[src/rtl/exception_unit.sv]
// Trap and mret sequencer at the commit stage. It takes one event from the commit
// stage, writes mepc/mcause/mtval through a one-cycle CSR pulse, and then redirects
// the PC. stall and flush cover the whole sequence.
module exception_unit (
  input  logic        clk,
  input  logic        rst,
  input  logic        valid_wb,
  input  logic [31:0] pc_wb,
  input  logic [31:0] inst_wb,
  input  logic        illegal_inst,
  input  logic        ecall,
  input  logic        l_fault,
  input  logic        s_fault,
  input  logic        mret,
  input  logic [31:0] mem_addr,
  input  logic        ext_int,
  input  logic [31:0] mstatus,
  input  logic [31:0] mtvec,
  input  logic [31:0] mepc_i,
  input  logic [31:0] mcause_i,
  input  logic [31:0] mtval_i,
  output logic        is_trap,
  output logic        is_mret,
  output logic [31:0] mepc,
  output logic [31:0] mcause,
  output logic [31:0] mtval,
  output logic        flush,
  output logic        stall,
  output logic        redirect,
  output logic [31:0] redirect_pc
);

  typedef enum logic [1:0] {StIdle, StWrite, StJump} state_e;

  state_e      state_q;
  logic        int_pending_q;
  logic        take_int_q;   // accepted event was an interrupt (selects vectored target)
  logic        take_mret_q;  // accepted event was an mret (target comes from mepc_i)

  logic        any_exc;
  logic        can_accept;
  logic        accept_trap;
  logic        accept_int;
  logic        accept_mret;
  logic [31:0] cause_d;
  logic [31:0] tval_d;
  logic [31:0] trap_base;
  logic [31:0] jump_target;

  assign any_exc     = illegal_inst | ecall | l_fault | s_fault;
  assign can_accept  = (state_q == StIdle) & valid_wb;
  assign accept_int  = can_accept & int_pending_q;
  assign accept_trap = can_accept & (int_pending_q | any_exc);
  // mret only wins when nothing else is present in the same cycle
  assign accept_mret = can_accept & mret & ~int_pending_q & ~any_exc;

  // Cause and trap value for the highest-priority trap source
  always_comb begin
    cause_d = 32'd7;
    tval_d  = mem_addr;
    if (int_pending_q) begin
      cause_d = 32'h8000_000B;
      tval_d  = 32'd0;
    end else if (illegal_inst) begin
      cause_d = 32'd2;
      tval_d  = inst_wb;
    end else if (ecall) begin
      cause_d = 32'd11;
      tval_d  = 32'd0;
    end else if (l_fault) begin
      cause_d = 32'd5;
      tval_d  = mem_addr;
    end
  end

  // Redirect target, evaluated on the WRITE->JUMP transition
  always_comb begin
    trap_base = {mtvec[31:2], 2'b00};
    if (take_mret_q) begin
      jump_target = {mepc_i[31:2], 2'b00};
    end else if (take_int_q && (mtvec[1:0] == 2'b01)) begin
      jump_target = trap_base + 32'd44;
    end else begin
      jump_target = trap_base;
    end
  end

  // Level interrupt latch, qualified by mstatus.MIE
  always_ff @(posedge clk) begin
    if (rst) begin
      int_pending_q <= 1'b0;
    end else if (accept_int || !ext_int) begin
      int_pending_q <= 1'b0;
    end else if (mstatus[3]) begin
      int_pending_q <= 1'b1;
    end
  end

  // Sequencer FSM with registered outputs
  always_ff @(posedge clk) begin
    if (rst) begin
      state_q     <= StIdle;
      take_int_q  <= 1'b0;
      take_mret_q <= 1'b0;
      is_trap     <= 1'b0;
      is_mret     <= 1'b0;
      mepc        <= 32'd0;
      mcause      <= 32'd0;
      mtval       <= 32'd0;
      flush       <= 1'b0;
      stall       <= 1'b0;
      redirect    <= 1'b0;
      redirect_pc <= 32'd0;
    end else begin
      unique case (state_q)
        StIdle: begin
          if (accept_trap || accept_mret) begin
            state_q     <= StWrite;
            take_int_q  <= accept_int;
            take_mret_q <= accept_mret;
            is_trap     <= accept_trap;
            is_mret     <= accept_mret;
            mepc        <= accept_mret ? mepc_i   : pc_wb;
            mcause      <= accept_mret ? mcause_i : cause_d;
            mtval       <= accept_mret ? mtval_i  : tval_d;
            flush       <= 1'b1;
            stall       <= 1'b1;
          end
        end
        StWrite: begin
          state_q     <= StJump;
          is_trap     <= 1'b0;
          is_mret     <= 1'b0;
          redirect    <= 1'b1;
          redirect_pc <= jump_target;
        end
        StJump: begin
          state_q     <= StIdle;
          redirect    <= 1'b0;
          redirect_pc <= 32'd0;
          flush       <= 1'b0;
          stall       <= 1'b0;
        end
        default: state_q <= StIdle;
      endcase
    end
  end

endmodule

[config.mk]
export PLATFORM = sky130hd
export DESIGN_NAME = exception_unit
export DESIGN_NICKNAME = d
export VERILOG_FILES = /design/src/rtl/exception_unit.sv
export SDC_FILE = /design/constraint.sdc
export NUM_CORES = 1
export LEC_CHECK = 0
export CAP_MARGIN = 20
export CORE_AREA = 3 3 152 154
export CTS_CLUSTER_DIAMETER = 120
export DETAILED_ROUTE_END_ITERATION = 7
export DIE_AREA = 0 0 155 157
export PLACE_DENSITY_LB_ADDON = 0.08
export SYNTH_ARGS = -nofsm -noshare
export SYNTH_HDL_FRONTEND = slang
export SYNTH_SLANG_ARGS = --single-unit
[constraint.sdc]
create_clock -name clk -period 2.92 [get_ports clk]
set_clock_uncertainty 0.05 [all_clocks]
set_input_delay 0.438 -clock clk [delete_from_list [all_inputs] [get_ports clk]]
set_output_delay 0.438 -clock clk [all_outputs]
set_load 0.1 [all_outputs]
==> summary.txt <==
TNS Setup - 0 ns
CP Buf/Inv Count - 2
Worst R2R Setup Slack - 0.73 ns
Post-CTS Setup Inserts - 0
Vert. Die Dim - 157 um
Routed Antenna Nets - 0
CP Class - reg2reg
WHS Endpoint - mcause[31]
Leakage - 4.060 nW
TritonCTS clock tree - yes
CP Max Fanout - 15
Max Clk Rate - 457.0 MHz
Avg Cell Area, Syn - 8.137 um^2
Tightest Hold Check Type - reg2reg
MaxCap Viol Count - 0
Yosys warning count - 0
Area delta synth->final - 63.79%
DR pass1 iterations - 5
DR iter-0 viols - 434
CTS buffer count - 17
Critical path capture point type - register
Cells along the critical path - inv_1, ha_1, inv_1, nor3_2, nand2_1, o21ai_0
DRC errors left - 0
Vias in the first global route - 6952
Area of the core - 0.02182 mm^2
Min-Delay Path Depth - 2
Layout cells sized above 1 - 0.1791
Final Power - 10.17 mW
Data arrival, critical path - 2.47 ns
IO buf count - 364
Site row count - 54
Most used cell, CP - inv_1
GP Congestion - 0.8398
CTS resizes - 0
Top cell type's share of synthesized area - 0.4136
Post-DR wirelength/cell - 19.19 um
Area contributors post-synth - dfxtp_1 (41%), nor2_1 (6.3%), a22oi_1 (5.3%), o21ai_0 (4.8%), a311oi_1 (4.4%)
# IOs - 398
DP HPWL - 20290 um
Final Hold Vio Count - 0
Fillers - 2225
Cells after DPL - 1398
Detail-routed via count per cell - 5.109
Final Non-Filler Cells - 1431
#FFs+latches synth - 135
Max VDD drop - 0.0005456 V
Hold_buf cts - 0
DR vias - 7311
Clock Tree Buf Depth - 2
Worst-Skew Late Latency - 0.41 ns
Root buffer cell - clkbuf_16
Asr flop ratio synth - 0
Hold Path Origin - mcause[31]
Global-route wire length before repair - 41010 um
Cells after Synth - 803
Initial antenna violation count - 0
R2R Path End - redirect_pc[12]
H-tree levels - 4
Final #Nets - 1407
Critical-path top delay cell - ha_1
Register area share after synthesis - 0.4136
Die ar. - 0.02434 mm^2
GRT Overall Usage - 0.2122
Worst slew pin tran - 0.5233 ns
Crit path required time - 3.20 ns
Run status - completed
Tcrit/Tclk final - 0.7495
Largest net degree at the start of global routing - 42
DRT Wirelength - 27470 um
Post-synth EDFFs - 0
Netlist cell types - 53
Unrepaired setup endpoints after global routing - false
Starting Density - 0.2994
Most used flip-flop cell after synthesis - dfxtp_1
CP Launch Type - register
CP max stage delay - 0.43 ns
PD cells - 950.0 mW/mm^2
Slew Viols, Final - 0
Reg2Reg Launch Point - state_q[0]
Worst-path clk slew - 0.06 ns
Slew headroom - 0.6503
Synth area leader - dfxtp_1
Clock sinks - 135
Worst Reg-to-Reg Cells - 6
Remaining Overflow, GRT - 0
Tmin final - 2.188 ns
Final setup vio count - 0
Mapped cell area - 0.006534 mm^2
Delay-heaviest family, CP - simple AND/OR/NAND/NOR gates
Die width - 155 um
[layout by cell type, fill, tap and decap left out, drive strengths merged, types with 3 or more instances in the layout]
cell type	count
clkinv	4
nor2	110
or2	3
o21a	3
xor2	22
nor2b	6
and4	3
a221oi	5
a22oi	46
or3	35
a311oi	33
clkinvlp	4
xnor2	6
a211oi	37
and3	8
clkbuf	18
buf	161
nor3	4
and2	4
nand3	12
ha	5
nand2	55
nand4	17
o21ai	96
inv	13
a21oi	47
dfxtp	135
a22o	5
clkdlybuf4s50	232
[cell families (layout without fill, tap and decap cells)]
kind of cell	count (synthesis)	in the layout	share of synthesized area
DFF	135	135	0.4136
and+or+nand+nor	262	262	0.1923
xor gates and xnor gates	28	28	0.03753
adders and majority gates	5	5	0.009575
buffers and inverters	88	434	0.06281
AOI/OAI and AO/OA	284	284	0.2836
other	1	3	0.0005739
[worst max path at each step]
| stage | from | slack [ns] | endpoint | cells after the start |
|---|---|---|---|---|
| 2_1_floorplan | state_q[0] | 0.80 | redirect_pc[15] | 7 |
| 3_3_place_gp | l_fault | 0.37 | mtval[30] | 7 |
| 4_1_cts | state_q[0] | 0.71 | redirect_pc[12] | 6 |
| 5_1_grt | state_q[1] | 0.51 | redirect_pc[20] | 6 |
| 6_report | state_q[0] | 0.73 | redirect_pc[12] | 6 |
| 3_5_place_dp | l_fault | 0.33 | mtval[26] | 7 |
[cells in the mapped netlist, types with 2 or more instances]
| master | count |
|---|---|
| buf_6 | 5 |
| nor3_1 | 2 |
| a311oi_1 | 33 |
| nor2b_1 | 6 |
| a22o_1 | 5 |
| and4_1 | 3 |
| o22ai_1 | 2 |
| xor2_1 | 22 |
| o21ai_1 | 33 |
| or3_1 | 34 |
| buf_4 | 4 |
| xnor2_1 | 6 |
| and3_1 | 8 |
| nor2_1 | 109 |
| a221oi_1 | 5 |
| nand2_1 | 55 |
| a22oi_1 | 46 |
| o21a_1 | 3 |
| inv_1 | 9 |
| o21ai_0 | 63 |
| buf_2 | 22 |
| o32ai_1 | 2 |
| nand3_1 | 12 |
| ha_1 | 5 |
| and2_1 | 4 |
| a211oi_1 | 37 |
| a21oi_1 | 46 |
| dfxtp_1 | 135 |
| clkbuf_1 | 47 |
| nand4_1 | 17 |
[flip-flops by register name, summed over array words and instances, names as in the netlist]
name,cells
state_q,2
mcause,32
take_mret_q,1
take_int_q,1
stall,1
redirect,1
redirect_pc,30
mtval,32
is_mret,1
mepc,32
int_pending_q,1
is_trap,1
[area by class of cell]
class / instances / area, um^2 / area share
Inverter: 9 / 33.78 / 0.003157
Multi-Input combinational cell: 581 / 3453 / 0.3227
Sequential cell: 135 / 2703 / 0.2525
Clock inverter: 14 / 148.9 / 0.01391
Clock buffer: 18 / 429.2 / 0.04010
Antenna cell: 1 / 2.502 / 0.0002338
Timing Repair Buffer: 393 / 3581 / 0.3346
Tap cell: 280 / 350.3 / 0.03274
[tightest hold or removal path, delay by kind of cell (launching register included)]
kind,cells,cell delay [ns]
flip-flops,1,0.31
AND/OR/NAND/NOR,1,0.05
AO/OA/AOI/OAI,1,0.05
[routing by layer]
| metal | vias to the layer above | routed length (um) | track usage |
|---|---|---|---|
| met2 | 290 | 12670 | 0.3320 |
| met4 | 0 | 652 | 0.07317 |
| met3 | 40 | 2046 | 0.05746 |
| met1 | 3378 | 12100 | 0.2833 |
| li1 | 3603 | - | - |
| met5 | - | 0 | 0 |
[metrics by stage]
stage	hold slack, ns	setup slack (ns)	instance area (um^2)	utilization
4_1_cts	0.4068	0.7087	10700	0.4903
3_3_place_gp	0.3902	0.3706	10120	0.4638
5_1_grt	0.4129	0.5138	10700	0.4903
6_report	0.4057	0.7316	10700	0.4904
3_5_place_dp	0.4044	0.3348	10120	0.4638
2_1_floorplan	0.4082	0.7975	6538	-
[power by group]
group	switching, mW	internal [mW]	leakage, nW
logic	4.21	1.29	2.68
registers	0.247	2.27	1.11
clock network	0.880	1.26	0.274
Note: power is estimated with default switching activity, not from simulation.
==> edit 1 (same settings) <==
Encoding of `state_e`: now one-hot (3 bits for 3 states).
--- a/src/rtl/exception_unit.sv
+++ b/src/rtl/exception_unit.sv
@@ -31,5 +31,5 @@
 );
 
-  typedef enum logic [1:0] {StIdle, StWrite, StJump} state_e;
+  typedef enum logic [2:0] {StIdle = 3'b001, StWrite = 3'b010, StJump = 3'b100} state_e;
 
   state_e      state_q;
Behaviour: no difference found for any inputs over 4 cycles, from zero or initial values and one cycle with rst high; so few cycles prove little.
==> edit 1 against the unedited design <==
Sequential cell count increased by 1. Worst setup slack got worse by 0.070 ns. Sequential share of layout area grew 0.52 points. Count of clock-buffer cells in the layout fell by 1. Cell area shrank 1.3%. Area after synthesis fell by 3.1%. Wire length increased by 3.1%. Critical path type unchanged. Largest cell class unchanged. Highest routed layer unchanged.
Power is not compared: it rests on default switching activity, and its combinational part moved more than twofold at a synthesized area within 25%.
==> edit 1: results (changes against the unedited design) <==
Netlist cell types 62 (+17%); layout cell share with drive strength beyond 1 17.9% (+0.031 points); worst hold path class input port to flop; synth top area cells dfxtp_1 43%, o21ai_0 10%, a21oi_1 6.3%, a22oi_1 5.1%, nand2_1 3.8%; first-pass GRT wire length 42300 um (+3.1%); Max FO, Critical Path 19 (+4); DP Wirelength 20900 um (+2.9%); Max Root-Sink Buffers 2 (unchanged); WHS 0.396 ns (-0.00966 ns); Hold Crit Depth 4 (+2); Crit Reg-Reg Startpoint state_q[2]$_SDFFE_PP0P_; All-Layer GR Usage 22.2% (+0.96 points); worst-case reg-to-reg path depth 7 (+1); Synthesis Warnings 0 (unchanged); via/cell ratio 5.09 (-0.38%); commonest cells in the netlist 136 x dfxtp_1, 126 x o21ai_0, 80 x a21oi_1; H-Tree Depth 4 (unchanged); Avg Cell Area, Syn 7.99 um^2 (-1.8%); total wire length 28300 um (+3.1%); detailed router's first-iteration violation count 585 (+35%); HP Start rst; critical path arrival 2.51 ns (+0.04 ns); status finished clean; Cell Count, Final, Fillers Out 1430 (-0.070%); R2R setup slack 0.66 ns (-0.07 ns); Worst path max stage delay 0.56 ns (+0.13 ns); Crit-path slowest cell nand2_1; initial antenna violation count 2 (+2); worst skew pair latency 0.41 ns (about the same); vias in the first global route 7013 (+0.88%); slew of the pin with the lowest slew margin 0.722 ns (+0.198 ns); placer's final routability congestion estimate 0.863 (+2.8%); register area share after synthesis 43.0% (+1.6 points); largest net degree at the start of global routing 70 (+67%)
-- edit 1: worst paths after layout --
| kind | endpoint |
|---|---|
| hold reg to reg | redirect_pc[3]$_SDFFE_PP0P_ |
| setup / recovery | redirect_pc[12]$_SDFFE_PP0P_ |
| hold / removal | redirect_pc[2]$_SDFFE_PP0P_ |
| setup reg to reg | redirect_pc[12]$_SDFFE_PP0P_ |
-- edit 1: area by class of cell --
| type | count | area, um^2 |
|---|---|---|
| inverters | 10 | 37.5 |
| fillers | 2184 | 11300 |
| flip-flops and latches | 136 | 2720 |
| multi-input cells | 576 | 3290 |
| diodes | 2 | 5.00 |
| clock inverters | 15 | 129 |
| well taps | 280 | 350 |
| repair buffers | 394 | 3600 |
| clock buffers | 17 | 425 |
-- edit 1: routing by layer --
metal | vias up | track usage (%) | share of wire [%]
li1 | 3590 | - | -
met1 | 3377 | 29.4 | 43
met2 | 290 | 36.2 | 48
met3 | 21 | 5.97 | 7.5
met4 | 0 | 5.26 | 1.3
met5 | - | 0 | 0
-- edit 1: kinds of logic after synthesis --
logic type	Yosys count	share of synthesized area (%)
compound gates	320	29.7
xor+xnor	23	3.18
fa+ha+maj	1	0.198
buf+inv	81	5.51
flops	136	43.0
mux	1	0.158
other cells	1	0.0592
simple gates	229	18.2
-- edit 1: worst register-to-register path: cells and delay by family (launching register included) --
kind | cells | cell delay, ns
compound gates | 2 | 0.41
flops | 1 | 0.47
simple gates | 3 | 0.82
buf+inv | 2 | 0.41
-- edit 1: metrics by stage --
step	total power, W	area [um^2]	util [%]	setup slack (ns)
3_5_place_dp	0.00384	10000	45.8	0.257
3_3_place_gp	0.00384	10000	45.8	0.265
6_report	0.00585	10600	48.4	0.662
4_1_cts	0.00592	10600	48.4	0.650
5_1_grt	0.00609	10600	48.4	0.428
2_1_floorplan	0.00317	6330	-	1.06
-- edit 1: report_power, final --
part	internal [W]	switching, W
clock network	0.00112	0.000936
logic	0.000562	0.00121
registers	0.00197	0.0000614
==> edit 2 (same flow settings) <==
Made on the original files. Put one more register stage on the output `redirect`, cleared by the reset. The value now appears one clock later. The other outputs are not delayed to match.
--- a/src/rtl/exception_unit.sv
+++ b/src/rtl/exception_unit.sv
@@ -32,4 +32,6 @@
 
   typedef enum logic [1:0] {StIdle, StWrite, StJump} state_e;
+
+  logic redirect_s0;
 
   state_e      state_q;
@@ -110,5 +112,5 @@
       flush       <= 1'b0;
       stall       <= 1'b0;
-      redirect    <= 1'b0;
+      redirect_s0 <= 1'b0;
       redirect_pc <= 32'd0;
     end else begin
@@ -132,10 +134,10 @@
           is_trap     <= 1'b0;
           is_mret     <= 1'b0;
-          redirect    <= 1'b1;
+          redirect_s0 <= 1'b1;
           redirect_pc <= jump_target;
         end
         StJump: begin
           state_q     <= StIdle;
-          redirect    <= 1'b0;
+          redirect_s0 <= 1'b0;
           redirect_pc <= 32'd0;
           flush       <= 1'b0;
@@ -147,4 +149,12 @@
   end
 
+  always_ff @(posedge clk) begin
+    if (rst) begin
+      redirect <= '0;
+    end else begin
+      redirect <= redirect_s0;
+    end
+  end
+
 endmodule
 
Check against the original RTL: not equivalent (a bounded check fails within 4 cycles, from zero or initial values and one cycle with rst high).
==> edit 2 against the unedited design <==
Sequential cell count is 1 higher. Area after synthesis down 0.13%. Critical path depth increased by 3. Hold slack worse by 0.15 ns. Register-to-register slack worse by 0.02 ns. Highest routed layer unchanged. Wire length grew 1.9%. Global-route usage is 0.84 points higher. Power increased by 1.2%. Critical path type is now input port to flop. Cell area decreased by 0.30%. Worst setup slack lost 0.076 ns.
==> edit 2: results (changes against the unedited design) <==
post-CTS resize count 0 (unchanged); placer's final routability congestion estimate 0.819 (-2.4%); worst-case reg-to-reg path depth 5 (-1); area post-placement 10100 um^2 (-0.36%); Leak Pwr 4.03 nW (-0.85%); vias in the first global route 7110 (+2.3%); worst skew pair latency 0.42 ns; critical path arrival 2.49 ns (+0.02 ns); status finished clean; Max VDD drop 0.479 mV (-12%); Crit Reg-Reg Startpoint int_pending_q$_SDFFE_PP0P_; synth top area cells dfxtp_1 42%, o21ai_0 6.7%, nor2_1 6.5%, a22oi_1 5.2%, a211oi_1 4.4%; Largest regs mcause x32, mepc x32, mtval x32; commonest cells in the netlist 136 x dfxtp_1, 113 x nor2_1, 88 x o21ai_0; register area share after synthesis 41.7% (+0.36 points); hold path endpoint redirect_pc[31]$_SDFFE_PP0P_; Clock Tree Root clkbuf_16; layout cell share with drive strength beyond 1 16.8% (-1.1 points); CTS clk-pin slew, worst paths 0.06 ns (about the same); detailed router's first-iteration violation count 558 (+29%); Cell Count, Final, Fillers Out 1439 (+0.56%); DR pass1 iterations 5 (unchanged); HP Start rst; cell count after synthesis 816 (+1.6%); Post-CTS Setup Repair Bufs 0 (unchanged); worst hold path class input port to flop; total wire length 28000 um (+1.9%); reg-to-reg critical path endpoint mepc[28]$_SDFFE_PP0P_; Max FO, Critical Path 10 (-5); DP Wirelength 20100 um (-0.98%); Synthesis Warnings 0 (unchanged); H-Tree Depth 4 (unchanged); largest net degree at the start of global routing 70 (+67%); initial antenna violation count 2 (+2); Max Root-Sink Buffers 2 (unchanged); first-pass GRT wire length 42200 um (+3.0%); All-Layer GR Usage 22.1% (+0.84 points); Netlist cell types 49 (-7.5%); R2R setup slack 0.71 ns (-0.02 ns); CTS buffer count 17 (unchanged); via/cell ratio 5.12 (+0.25%); # port buffers 364 (unchanged); slew of the pin with the lowest slew margin 0.864 ns (+0.340 ns); Hold Crit Depth 2 (unchanged); fraction of registers with async set/reset 0% (unchanged); setup tns final 0 ns (unchanged)
-- edit 2: power by group --
group          switching (W)  total (W)  internal [W]  leakage [nW]
registers           0.000246    0.00254       0.00230          1.12
clock network       0.000955    0.00216       0.00121         0.282
logic                0.00428    0.00558       0.00130          2.63
total                0.00548     0.0103       0.00481          4.03
-- edit 2: layer usage --
| layer | GRT usage, % | up-vias | wire length (um) |
|---|---|---|---|
| met4 | 5.89 | 0 | 377 |
| met5 | 0 | - | 0 |
| met2 | 36.4 | 283 | 13500 |
| li1 | - | 3627 | - |
| met1 | 28.3 | 3442 | 11800 |
| met3 | 6.43 | 18 | 2240 |
-- edit 2: how the worst max path moves through the flow --
stage / from / to / slack, ns
final: mtvec[2] / redirect_pc[22]$_SDFFE_PP0P_ / 0.66
after global placement: mtvec[2] / redirect_pc[22]$_SDFFE_PP0P_ / 0.21
after CTS: mtvec[2] / redirect_pc[26]$_SDFFE_PP0P_ / 0.64
after floorplan: state_q[0]$_SDFFE_PP0P_ / redirect_pc[14]$_SDFFE_PP0P_ / 0.87
after global routing: mtvec[2] / redirect_pc[22]$_SDFFE_PP0P_ / 0.47
after detailed placement: mtvec[2] / redirect_pc[26]$_SDFFE_PP0P_ / 0.20
-- edit 2: stage by stage --
step	worst slack (ns)	util [%]	hold slack (ns)
2_1_floorplan	0.867	-	0.389
3_3_place_gp	0.206	46.2	0.387
3_5_place_dp	0.202	46.2	0.396
4_1_cts	0.643	48.9	0.229
5_1_grt	0.469	48.9	0.238
6_report	0.656	48.9	0.257
-- edit 2: kinds of logic (layout without fill, tap and decap cells) --
logic type | after synthesis | count (layout) | synth area share (%)
AO/OA/AOI/OAI | 286 | 286 | 28.3
AND/OR/NAND/NOR | 271 | 271 | 19.3
flip-flops | 136 | 136 | 41.7
buffers and inverters | 90 | 430 | 6.02
XOR/XNOR | 26 | 26 | 3.49
adder cells (fa/ha/maj) | 5 | 5 | 0.959
other | 1 | 4 | 0.0575
multiplexers | 1 | 1 | 0.153
-- edit 2: area by class of cell --
cell class	count	area, um^2
clock inverter	15	154
antenna	2	5.00
fill	2206	11200
tap	280	350
clock buffer	17	425
inverter	15	56.3
timing repair buffer	383	3520
sequential	136	2720
multi-input combinational	591	3440
-- edit 2: worst max-delay path, cell delays in order --
cell             delay, ns
clkdlybuf4s50_1       0.53
inv_1                 0.06
ha_1                  0.20
nor2b_1               0.15
o211ai_1              0.34
buf_4                 0.28
nor4_1                0.24
xnor2_1               0.16
o21ai_0               0.08
